## src/rtl/mem_arbiter_if.sv

```systemverilog
// Bundle of fetch-port, data-port and backing-memory signals shared by the arbiter.
// The master side is the CPU plus memory model; the slave side is the arbiter.
interface mem_arbiter_if;
    logic        i_req;
    logic [31:0] i_addr;
    logic [31:0] i_rdata;
    logic        i_ready;

    logic        d_req;
    logic        d_rw;
    logic [31:0] d_addr;
    logic [31:0] d_wdata;
    logic [31:0] d_rdata;
    logic        d_ready;

    logic        mem_enable;
    logic        mem_rw;
    logic [31:0] mem_addr;
    logic [31:0] mem_wdata;
    logic [31:0] mem_rdata;

    logic        busy;

    modport master (
        output i_req, i_addr, d_req, d_rw, d_addr, d_wdata, mem_rdata,
        input  i_rdata, i_ready, d_rdata, d_ready,
        input  mem_enable, mem_rw, mem_addr, mem_wdata, busy
    );

    modport slave (
        input  i_req, i_addr, d_req, d_rw, d_addr, d_wdata, mem_rdata,
        output i_rdata, i_ready, d_rdata, d_ready,
        output mem_enable, mem_rw, mem_addr, mem_wdata, busy
    );
endinterface

```

## src/rtl/mem_arbiter.sv

```systemverilog
// Arbitrates instruction-fetch and data ports onto one fixed-latency memory.
// Data has priority; a starvation counter forces a fetch grant after FAIR_LIMIT data grants.
module mem_arbiter #(
    parameter int unsigned LATENCY    = 2,
    parameter int unsigned FAIR_LIMIT = 4
) (
    input logic         clk,
    input logic         reset,
    mem_arbiter_if.slave bus
);

    localparam int unsigned CntW  = (LATENCY > 1) ? $clog2(LATENCY) : 1;
    localparam int unsigned FairW = $clog2(FAIR_LIMIT + 1);

    typedef enum logic [1:0] {StIdle, StAccess, StResp} state_e;
    typedef enum logic {OwnI, OwnD} owner_e;

    state_e            state_q;
    owner_e            owner_q;
    logic [CntW-1:0]   cnt_q;
    logic [FairW-1:0]  fair_cnt_q;
    logic              mem_enable_q;
    logic              mem_rw_q;
    logic [31:0]       mem_addr_q;
    logic [31:0]       mem_wdata_q;
    logic [31:0]       i_rdata_q;
    logic [31:0]       d_rdata_q;
    logic              i_ready_q;
    logic              d_ready_q;
    logic              busy_q;

    logic fair_hit;
    logic grant_d;
    logic grant_i;

    // A pending fetch that has waited FAIR_LIMIT data grants wins over data.
    assign fair_hit = bus.i_req && (fair_cnt_q == FairW'(FAIR_LIMIT));
    assign grant_d  = bus.d_req && !fair_hit;
    assign grant_i  = !grant_d && bus.i_req;

    always_ff @(posedge clk or posedge reset) begin
        if (reset) begin
            state_q      <= StIdle;
            owner_q      <= OwnI;
            cnt_q        <= '0;
            fair_cnt_q   <= '0;
            mem_enable_q <= 1'b0;
            mem_rw_q     <= 1'b0;
            mem_addr_q   <= '0;
            mem_wdata_q  <= '0;
            i_rdata_q    <= '0;
            d_rdata_q    <= '0;
            i_ready_q    <= 1'b0;
            d_ready_q    <= 1'b0;
            busy_q       <= 1'b0;
        end else begin
            i_ready_q <= 1'b0;
            d_ready_q <= 1'b0;
            unique case (state_q)
                StIdle: begin
                    if (grant_d || grant_i) begin
                        state_q      <= StAccess;
                        cnt_q        <= CntW'(LATENCY - 1);
                        mem_enable_q <= 1'b1;
                        busy_q       <= 1'b1;
                    end
                    if (grant_d) begin
                        owner_q     <= OwnD;
                        mem_addr_q  <= bus.d_addr;
                        mem_rw_q    <= bus.d_rw;
                        mem_wdata_q <= bus.d_wdata;
                        if (!bus.i_req) begin
                            fair_cnt_q <= '0;
                        end else if (fair_cnt_q != FairW'(FAIR_LIMIT)) begin
                            fair_cnt_q <= fair_cnt_q + 1'b1;
                        end
                    end else if (grant_i) begin
                        owner_q    <= OwnI;
                        mem_addr_q <= bus.i_addr;
                        mem_rw_q   <= 1'b1;
                        fair_cnt_q <= '0;
                    end
                end
                StAccess: begin
                    if (cnt_q == '0) begin
                        if (mem_rw_q) begin
                            if (owner_q == OwnD) begin
                                d_rdata_q <= bus.mem_rdata;
                            end else begin
                                i_rdata_q <= bus.mem_rdata;
                            end
                        end
                        state_q      <= StResp;
                        mem_enable_q <= 1'b0;
                        i_ready_q    <= (owner_q == OwnI);
                        d_ready_q    <= (owner_q == OwnD);
                    end else begin
                        cnt_q <= cnt_q - 1'b1;
                    end
                end
                StResp: begin
                    // Mandatory bubble: a requester dropping req after ready is never re-granted.
                    state_q <= StIdle;
                    busy_q  <= 1'b0;
                end
                default: begin
                    state_q      <= StIdle;
                    mem_enable_q <= 1'b0;
                    busy_q       <= 1'b0;
                end
            endcase
        end
    end

    assign bus.mem_enable = mem_enable_q;
    assign bus.mem_rw     = mem_rw_q;
    assign bus.mem_addr   = mem_addr_q;
    assign bus.mem_wdata  = mem_wdata_q;
    assign bus.i_rdata    = i_rdata_q;
    assign bus.d_rdata    = d_rdata_q;
    assign bus.i_ready    = i_ready_q;
    assign bus.d_ready    = d_ready_q;
    assign bus.busy       = busy_q;

endmodule

```

## src/flat_wrapper.sv

```systemverilog
// flat-port wrapper written by rule: the top's interface ports become plain ports
module mem_arbiter_flat 
#(
    parameter int unsigned LATENCY    = 2,
    parameter int unsigned FAIR_LIMIT = 4
)
  (clk, reset, bus_i_req, bus_i_addr, bus_d_req, bus_d_rw, bus_d_addr, bus_d_wdata, bus_mem_rdata, bus_i_rdata, bus_i_ready, bus_d_rdata, bus_d_ready, bus_mem_enable, bus_mem_rw, bus_mem_addr, bus_mem_wdata, bus_busy);
  mem_arbiter_if bus_i ();
  input logic clk;
  input logic reset;
  input wire logic [$bits(bus_i.i_req)-1:0] bus_i_req;
  input wire logic [$bits(bus_i.i_addr)-1:0] bus_i_addr;
  input wire logic [$bits(bus_i.d_req)-1:0] bus_d_req;
  input wire logic [$bits(bus_i.d_rw)-1:0] bus_d_rw;
  input wire logic [$bits(bus_i.d_addr)-1:0] bus_d_addr;
  input wire logic [$bits(bus_i.d_wdata)-1:0] bus_d_wdata;
  input wire logic [$bits(bus_i.mem_rdata)-1:0] bus_mem_rdata;
  output wire logic [$bits(bus_i.i_rdata)-1:0] bus_i_rdata;
  output wire logic [$bits(bus_i.i_ready)-1:0] bus_i_ready;
  output wire logic [$bits(bus_i.d_rdata)-1:0] bus_d_rdata;
  output wire logic [$bits(bus_i.d_ready)-1:0] bus_d_ready;
  output wire logic [$bits(bus_i.mem_enable)-1:0] bus_mem_enable;
  output wire logic [$bits(bus_i.mem_rw)-1:0] bus_mem_rw;
  output wire logic [$bits(bus_i.mem_addr)-1:0] bus_mem_addr;
  output wire logic [$bits(bus_i.mem_wdata)-1:0] bus_mem_wdata;
  output wire logic [$bits(bus_i.busy)-1:0] bus_busy;
  assign bus_i.i_req = bus_i_req;
  assign bus_i.i_addr = bus_i_addr;
  assign bus_i.d_req = bus_d_req;
  assign bus_i.d_rw = bus_d_rw;
  assign bus_i.d_addr = bus_d_addr;
  assign bus_i.d_wdata = bus_d_wdata;
  assign bus_i.mem_rdata = bus_mem_rdata;
  assign bus_i_rdata = bus_i.i_rdata;
  assign bus_i_ready = bus_i.i_ready;
  assign bus_d_rdata = bus_i.d_rdata;
  assign bus_d_ready = bus_i.d_ready;
  assign bus_mem_enable = bus_i.mem_enable;
  assign bus_mem_rw = bus_i.mem_rw;
  assign bus_mem_addr = bus_i.mem_addr;
  assign bus_mem_wdata = bus_i.mem_wdata;
  assign bus_busy = bus_i.busy;
  mem_arbiter #(.LATENCY(LATENCY), .FAIR_LIMIT(FAIR_LIMIT)) u_core (.clk(clk), .reset(reset), .bus(bus_i));
endmodule
```

## config.mk

```make
export PLATFORM = sky130hd
export DESIGN_NAME = mem_arbiter_flat
export DESIGN_NICKNAME = d
export VERILOG_FILES = /design/src/rtl/mem_arbiter_if.sv /design/src/rtl/mem_arbiter.sv /design/src/flat_wrapper.sv
export SDC_FILE = /design/constraint.sdc
export NUM_CORES = 1
export LEC_CHECK = 0
export ABC_AREA = 1
export CAP_MARGIN = 10
export CORE_MARGIN = 4
export CORE_UTILIZATION = 25
export CTS_BUF_LIST = sky130_fd_sc_hd__clkbuf_8
export DETAILED_ROUTE_END_ITERATION = 10
export RECOVER_POWER = 100
export SLEW_MARGIN = 15
export SYNTH_ARGS = -nofsm -noshare
export SYNTH_HDL_FRONTEND = slang
export SYNTH_SLANG_ARGS = --single-unit
```

## constraint.sdc

```tcl
create_clock -name clk -period 9.2 [get_ports clk]
set_input_delay 0.92 -clock clk [delete_from_list [all_inputs] [get_ports clk]]
set_output_delay 0.92 -clock clk [all_outputs]
set_load 0.1 [all_outputs]
```

* Yosys cells after proc, flatten, opt, wreduce, memory -nomap -nowiden *
Index checks and enable logic that the tools add are counted.

word-level totals
  register bits = 140
  input bits = 133

operators by class
  mux-type cells = 23
  $add $sub $neg = 2
  equal/unequal tests = 7
  bitwise gates (word level) = 4
  reduce and logical (&&, ||, !) cells = 18

operators by type and width
  kind                   number
  $mux W32               2
  $mux W3                4
  $mux W1                11
  $reduce_and A2 Y1      5
  $reduce_and A4 Y1      2
  $ne A3 B3 Y1 const B   2
  $reduce_and A3 Y1      2
  $mux W2                2
  $not A1 Y1             4
  $pmux W1 S2            2
  $pmux W2 S2            1
  $reduce_bool A2 Y1     2
  $add A3 B1 Y3 const B  1
  $eq A3 B3 Y1 const B   1
  $logic_and A1 B1 Y1    3
  $pmux W1 S3            1
  $eq A2 B1 Y1 const B   1
  $eq A2 B2 Y1 const B   1
  $logic_not A1 Y1       2
  $logic_not A2 Y1       1
  $ne A2 B1 Y1 const B   1
  $ne A2 B2 Y1 const B   1
  $logic_or A1 B1 Y1     1
  $sub A1 B1 Y1 const B  1

* Longest topological paths before layout *
  depth in word-level cells = 9
  depth in mapped cells = 8
  mapped depth without buffers = 7

* Worst setup path before layout *
Ideal clock, no wire load.

  path type = flip-flop to flip-flop
  start point = reg u_core.mem_rw_q, in the netlist u_core.bus.mem_rw
  end point = reg u_core.d_rdata_q[0], in the netlist u_core.bus.d_rdata[0]
  data required time = 9.070 ns
  cell stages (with the launch flop) = 6
  arrival = 1.726 ns
  period minus slack after synthesis = 1.856 ns
  path slack = 7.344 ns
  cells stage by stage = dfrtp_1 > clkbuf_1 > nand3_2 > buf_2 > nand2_1 > o21ai_0

between the ends
  word-level cells in the longest chain between the ends = 1

RTL lines
  item                                line               text
  from (decl)                         mem_arbiter.sv:23  logic mem_rw_q;
  from (signal assigned)              mem_arbiter.sv:70  mem_rw_q <= bus.d_rw;
  $reduce_and A4 Y1 (no source line)  n/a
  to (signal assigned)                mem_arbiter.sv:88  d_rdata_q <= bus.mem_rdata;
  to (decl)                           mem_arbiter.sv:27  logic [31:0] d_rdata_q;

Every way passes these cells.
A chain may end at the register's enable or synchronous reset.

* Worst setup path after layout *
  start point = in bus_d_req
  end point = reg u_core.mem_addr_q[14], in the netlist u_core.bus.mem_addr[14]

between the ends
  word-level cells in the longest chain between the ends = 5

RTL lines
  item                                 line                text
  from (decl)                          flat_wrapper.sv:13  input wire logic [$bits(bus_i.d_req)-1:0] bus_d_req;
  $logic_and A1 B1 Y1 *                mem_arbiter.sv:38   assign grant_d = bus.d_req && !fair_hit;
  $logic_not A1 Y1                     mem_arbiter.sv:39   assign grant_i = !grant_d && bus.i_req;
  $logic_and A1 B1 Y1                  mem_arbiter.sv:39
  $reduce_bool A2 Y1 (no source line)  n/a
  $reduce_and A2 Y1 (no source line)   n/a
  to (signal assigned)                 mem_arbiter.sv:69   mem_addr_q <= bus.d_addr;
  to (signal assigned)                 mem_arbiter.sv:79   mem_addr_q <= bus.i_addr;
  to (decl)                            mem_arbiter.sv:24   logic [31:0] mem_addr_q;

Mark *: on every way between the ends. The rest lies on a longest branch, timed or not.

==> results.md <==
- Total die area: ~27,000 sq um
- Clk slew on worst S/H paths: 80 ps
- Failing checks: capacitance limit, slew limit
- WL/cell: between 10 and 15 microns
- Sequential-to-total area share from yosys stat: 57.0%
- Synth warnings: 0
- Async SR Flop Fraction: 100%
- Number of I/O port buffers: 265
- CTS H-tree depth: 4
- Hold crit path type: reg2reg
- Worst Reg-to-Reg Cells: 7
- Synthesized area: 6140 sq um
- Critical Path End Type: flop
- WHS Path Cells: 1
- Synth top area share: 57.0%
- Setup Fix Bufs, Post-CTS: 0
- Worst-Margin Slew: 3550 ps
- Post_cts resized: 0
- Critical Path RT: around 9500 ps
- Post-synthesis cell count: 744
- Achievable Freq: 0.183 GHz
- Post-DR vias/cell: between 4 and 5
- GPL Wtd Cong: 0.809
- Inserted Diodes: 0
- DP Wirelength: 13,000 microns
- Syn avg cell area: 8.26 sq um
- Cell row count: 57
- Post-synth top cells: nand2_1, dfrtp_1, inv_1
- Fin. max-slew vios: ~340
- Setup Viol. Count Final: 0
- Initial Util: 25.3%
- Die Span X: 165 microns
- Drt first pass iters: 4
- Number of global-route vias before repair: 5,630
- CTS tree: done
- CTS Buffer Depth: 2
- Final core utilization: between 30 and 40%
- Worst rel slew slack: -138%
- Placed insts: ~1,300
- Post-synth top area cell: dfrtp_1
- Post-route DRC: 0
- Post-synth cell types: 22
- Clock Skew: 11.2 ps
- DRT Wirelength: roughly 19,000 microns
- Number of flops mapped to enable cells by yosys: 0
- Fraction of layout cells with a size suffix above 1: between 3 and 4%
- RSZ-0062 raised after global routing: false
- Die Ht: 165 microns
- Area growth syn-to-layout: 52.7%
- Endpoints failing hold: 0
- Minimum clock period: 5460 ps
- First-pass GRT wire length: 29,700 microns
- Clk_lat worst skew: 420 ps
- Largest net degree at the start of global routing: 79
- Final Non-Filler Cells: 1,326
- Synth area leaders: dfrtp_1, nand2_1, inv_1, nand3_1, o21ai_0
- Initial detailed-routing violation count: about 380
- Status: complete, but fails checks
- Nets: 1,125
- Initial antenna violation count: 0
- Post-synth top flop: dfrtp_1
- Vias: approximately 5,500
- Synth Net Count: 879
- WS Path Type: in2reg
- Number of top-level pins: around 270
- Count leader, synth: nand2_1
- Gr ovfl total: 0
- Cts hold-fix bufs: 0
- Yosys reg bits: 140
- Gr usage total: between 10 and 15%
- Startpoint types: input pin
- Setup TNS: 0 ps
- CTS Sinks: 140
- Antenna-violating nets left: 0
- Area of the core: ~24,000 sq um
- Max-Cap Viols: 7
- Fin crit share: 59.3%
- Num CTS Buffers: 17
- Critical path fanouts, max: 37
- Clk root buf: clkbuf_8
- Crit path DAT: 5770 ps
-- cell families (layout without fill, tap and decap cells) --
family | count (synthesis) | after routing | synth area share [%]
buffers and inverters | 182 | 440 | 12.1
and+or+nand+nor | 349 | 349 | 24.6
AOI/OAI and AO/OA | 71 | 71 | 5.89
DFF | 140 | 140 | 57.0
adders and majority gates | 2 | 2 | 0.407
-- state kept, by name (all words and copies together) (netlist names) --
register / flops
u_core.bus.d_rdata: 32
u_core.bus.i_rdata: 32
u_core.bus.mem_addr: 32
u_core.bus.mem_wdata: 32
u_core.fair_cnt_q: 3
u_core.state_q: 2
u_core.bus.busy: 1
u_core.bus.d_ready: 1
u_core.bus.i_ready: 1
u_core.bus.mem_enable: 1
u_core.bus.mem_rw: 1
u_core.cnt_q: 1
u_core.owner_q: 1
-- metrics by stage --
| step | hold WS [ps] | setup WS, ps | instance area [sq um] |
|---|---|---|---|
| finish | 435 | 3740 | 9380 |
| detailed placement | 454 | 5540 | 9020 |
| global route | 473 | 3100 | 9380 |
| global placement | 454 | 5660 | 9020 |
| CTS | 465 | 6020 | 9420 |
| floorplan | 429 | 4530 | 6140 |
-- worst max-delay path, stage by stage --
cell,delay [ps]
dlygate4sd3_1,530
clkbuf_1,660
o21ai_0,1950
inv_1,1220
nand3_1,370
nand2_1,90
-- worst paths after layout --
check / startpoint / end / slack [ps]
worst max register to register: u_core.state_q[1]$_DFFE_PP0P_ / u_core.bus.i_rdata[30]$_DFFE_PP0P_ / 5300
min in group asynchronous: reset / u_core.bus.i_rdata[22]$_DFFE_PP0P_ / 1980
max in group asynchronous: reset / u_core.bus.mem_addr[4]$_DFFE_PP0P_ / 5180
worst min register to register: u_core.owner_q$_DFFE_PP0P_ / u_core.bus.i_ready$_DFF_PP0_ / 430
worst max-delay path: bus_d_req / u_core.bus.mem_addr[14]$_DFFE_PP0P_ / 3740
worst min-delay path: u_core.owner_q$_DFFE_PP0P_ / u_core.bus.i_ready$_DFF_PP0_ / 430
-- layout by cell type, fill, tap and decap left out --
master           netlist  routed
nand2_1              237     238
dfrtp_1              140     140
inv_1                135     138
dlygate4sd3_1          0     135
clkdlybuf4s50_1        0     130
o21ai_0               64      69
nand3_1               66      67
nand4_1               34      34
clkbuf_8               0      20
nor2_1                 5       6
clkinv_2               0       4
clkbuf_1              16       4
nand3_2                3       2
nor3_1                 2       2
ha_1                   2       2
inv_6                  0       2
bufinv_16              0       2
buf_4                  4       2
o21ai_1                5       1
clkinvlp_2             0       1
a21boi_0               1       1
clkinv_4               0       1
clkinvlp_4             0       1
-- cell type report --
| type | instances | area (sq um) |
|---|---|---|
| fillers | 2519 | 14900 |
| well taps | 324 | 405 |
| inverters | 138 | 519 |
| flip-flops and latches | 140 | 3500 |
| repair buffers | 271 | 2680 |
| clock inverters | 11 | 118 |
| clock buffers | 20 | 275 |
| multi-input cells | 422 | 1880 |
-- per-layer routing --
layer | up-vias | share of wire, % | global-route usage (%) | wire (microns)
li1 | 2786 | - | - | -
met5 | - | 0 | 0 | 0
met4 | 0 | 1.0 | 3.36 | 187
met3 | 11 | 9.2 | 5.24 | 1730
met1 | 2550 | 44 | 17.3 | 8240
met2 | 199 | 46 | 22.7 | 8610
Power is not shown: default switching activity piles up to over one toggle a cycle in this logic, so the estimate is an artifact.
==> variant, RTL diff (same settings) <==
The 3 states of `state_e` get a one-hot encoding in 3 bits.
--- a/src/rtl/mem_arbiter.sv
+++ b/src/rtl/mem_arbiter.sv
@@ -12,7 +12,7 @@
     localparam int unsigned CntW  = (LATENCY > 1) ? $clog2(LATENCY) : 1;
     localparam int unsigned FairW = $clog2(FAIR_LIMIT + 1);
 
-    typedef enum logic [1:0] {StIdle, StAccess, StResp} state_e;
+    typedef enum logic [2:0] {StIdle = 3'b001, StAccess = 3'b010, StResp = 3'b100} state_e;
     typedef enum logic {OwnI, OwnD} owner_e;
 
     state_e            state_q;
Behaviour: same outputs for any inputs over 4 cycles, from zero or initial values and one cycle with reset high; so few cycles prove little.
==> variant against the original RTL <==
The run still ends with capacitance limit, slew limit left; wire length down 7.2%; synthesized cell count down 8.6%; cell area down 3.4%; sequential cell count up 1; worst setup slack better by 0.17 ns; sequential share of layout area up 1.6 points; synthesized area down 2.8%; worst hold slack better by 0.035 ns.
Power is left out: the tool's default activity adds up to more than one toggle a clock period on the data nets, which glitch-free logic cannot reach.
==> variant: results (changes against the original RTL) <==
Detailed routing
  – 1st-pass router iterations: 4 (unchanged)
  – DR vias: 5124 (-7.6%)
  – Iteration-0 DRC Markers: 253 (-34%)
  – DRC: 0 (unchanged)
  – DR vias/cell: 4.05 (-3.1%)
  – Post-Route WL: 17400 um (-7.2%)

Placed design
  – Dpl hpwl: 12300 um (-5.8%)
  – Post-placement cell count: 1233 (-4.7%)
  – Cell Area, Placed: 8760 um^2 (-2.9%)
  – Gpl congestion: 0.772 (-4.5%)
  – Port Buffers: 265 (unchanged)

STA
  – Post-Route Skew: 0.00936 ns (-0.00188 ns)
  – Final Max Slew Viols: 274 (-20%)
  – Normalized max-slew margin: -1.00 (+0.375)

Clocking
  – Worst skew pair latency: 0.44 ns (+0.02 ns)
  – Clock sink count: 141 (+0.71%)
  – Post-CTS setup buffer count: 0 (unchanged)
  – Clk buf depth: 2 (unchanged)
  – Worst-path clk slew: 0.08 ns (about the same)
  – Post-cts sizing count: 0 (unchanged)
  – Root buffer cell: clkbuf_8

Setup path
  – Critical path arrival: 5.59 ns (-0.18 ns)
  – CP max stage delay: 2.01 ns (+0.06 ns)
  – Slowest CP cell: nor2_1
  – R2R Setup Slk: 4.44 ns (-0.86 ns)
  – R2r worst-path depth: 5 (-2)
  – R2R Path End: u_core.bus.mem_addr[13]
  – Reg2reg start: u_core.state_q[0]
  – Crit Path Max Fanout: 39 (+5.4%)

Global routing
  – First-pass GRT wire length: 27300 um (-8.0%)
  – Met3 Use GR: 0.0575 (+0.00505)
  – GRT met1 Usage: 0.155 (-0.0180)
  – Gr usage total: 0.131 (-0.00767)
  – Met2 Use GR: 0.215 (-0.0119)
  – Initial antenna violation count: 0 (unchanged)
  – Largest net degree at the start of global routing: 76 (-3.8%)
  – Vias in the first global route: 5173 (-8.1%)

Yosys
  – Synth Instances: 680 (-8.6%)
  – Post-synth ARST share: 1.00 (unchanged)
  – Most instantiated cells after synthesis: 271 x nand2_1, 140 x dfrtp_1, 77 x o21ai_1
  – Seq/Total Area, Yosys: 0.591 (+0.0210)
  – Synth unique cells: 23 (+4.5%)
  – Syn nets: 815 (-7.3%)
  – Yosys warns: 0 (unchanged)
  – Ranking of synthesized cells by area: dfrtp_1 59%, nand2_1 17%, o21ai_1 6.5%, inv_1 4.6%, nor2_1 2.6%

Run status
  – Status: finished with violations
  – Failing checks: capacitance limit, slew limit

Layout
  – Layout cells sized above 1: 0.0392 (+0.00422)
  – Layout fillers: 2414 (-4.2%)
  – Inserted Diodes: 0 (unchanged)
  – NumNets Final: 1068 (-5.1%)

Job
  – Max-Cap Viols: 5 (-2)

Min path
  – Worst Hold End: u_core.bus.mem_wdata[25]
  – Hold_sp: u_core.bus.mem_wdata[25]
  – Hold path depth: 2 (+1)
variant: changes by cell type after synthesis, moves of 5 or more:
cell,change
o21ai_1,+72
inv_1,-62
nand3_1,-59
o21ai_0,-54
nor2_1,+36
nand2_1,+34
nand4_1,-33
clkbuf_1,-15
o21ai_2,+11
buf_6,+10
buf_2,-5
variant: cells by family after synthesis:
group | count (synthesis) | synth area share
AOI/OAI and AO/OA | 99 | 0.0906
adders and majority gates | 2 | 0.00419
buffers and inverters | 109 | 0.0939
DFF | 141 | 0.591
and+or+nand+nor | 329 | 0.220
variant: per-layer routing:
layer,wire length [um],vias to the layer above
li1,-,2579
met1,7390,2333
met2,8020,195
met3,1750,17
met4,270,0
met5,0,-
variant: cell type report:
type,count,area (um^2),area share
clock buffer,18,248,0.0273
sequential,141,3530,0.390
tap,319,399,0.0440
inverter,76,287,0.0316
timing repair buffer,267,2670,0.294
multi-input combinational,430,1780,0.196
clock inverter,13,151,0.0167
variant: worst max-delay path by stage:
stage                           start                      end  slack, ns  depth (start not counted)
floorplan                       reset          u_core.bus.busy       4.50                          1
global placement            bus_i_req  u_core.bus.mem_addr[31]       5.86                          6
detailed placement          bus_i_req  u_core.bus.mem_addr[31]       5.75                          6
CTS                 u_core.bus.mem_rw               bus_mem_rw       6.13                          1
global route                bus_i_req   u_core.bus.mem_addr[0]       3.23                          6
finish                      bus_i_req  u_core.bus.mem_addr[13]       3.91                          6
variant: worst max-delay path: cells and delay by family:
family	cells	cell delay [ns]
simple gates	3	2.34
buf+inv	2	2.14
compound gates	1	0.12
variant: stage by stage:
stage | setup slack, ns | hold slack, ns | utilization
6_report | 3.91 | 0.469 | 0.386
5_1_grt | 3.23 | 0.493 | 0.386
4_1_cts | 6.13 | 0.475 | 0.390
3_5_place_dp | 5.75 | 0.458 | 0.373
3_3_place_gp | 5.86 | 0.447 | 0.373
2_1_floorplan | 4.50 | 0.432 | -
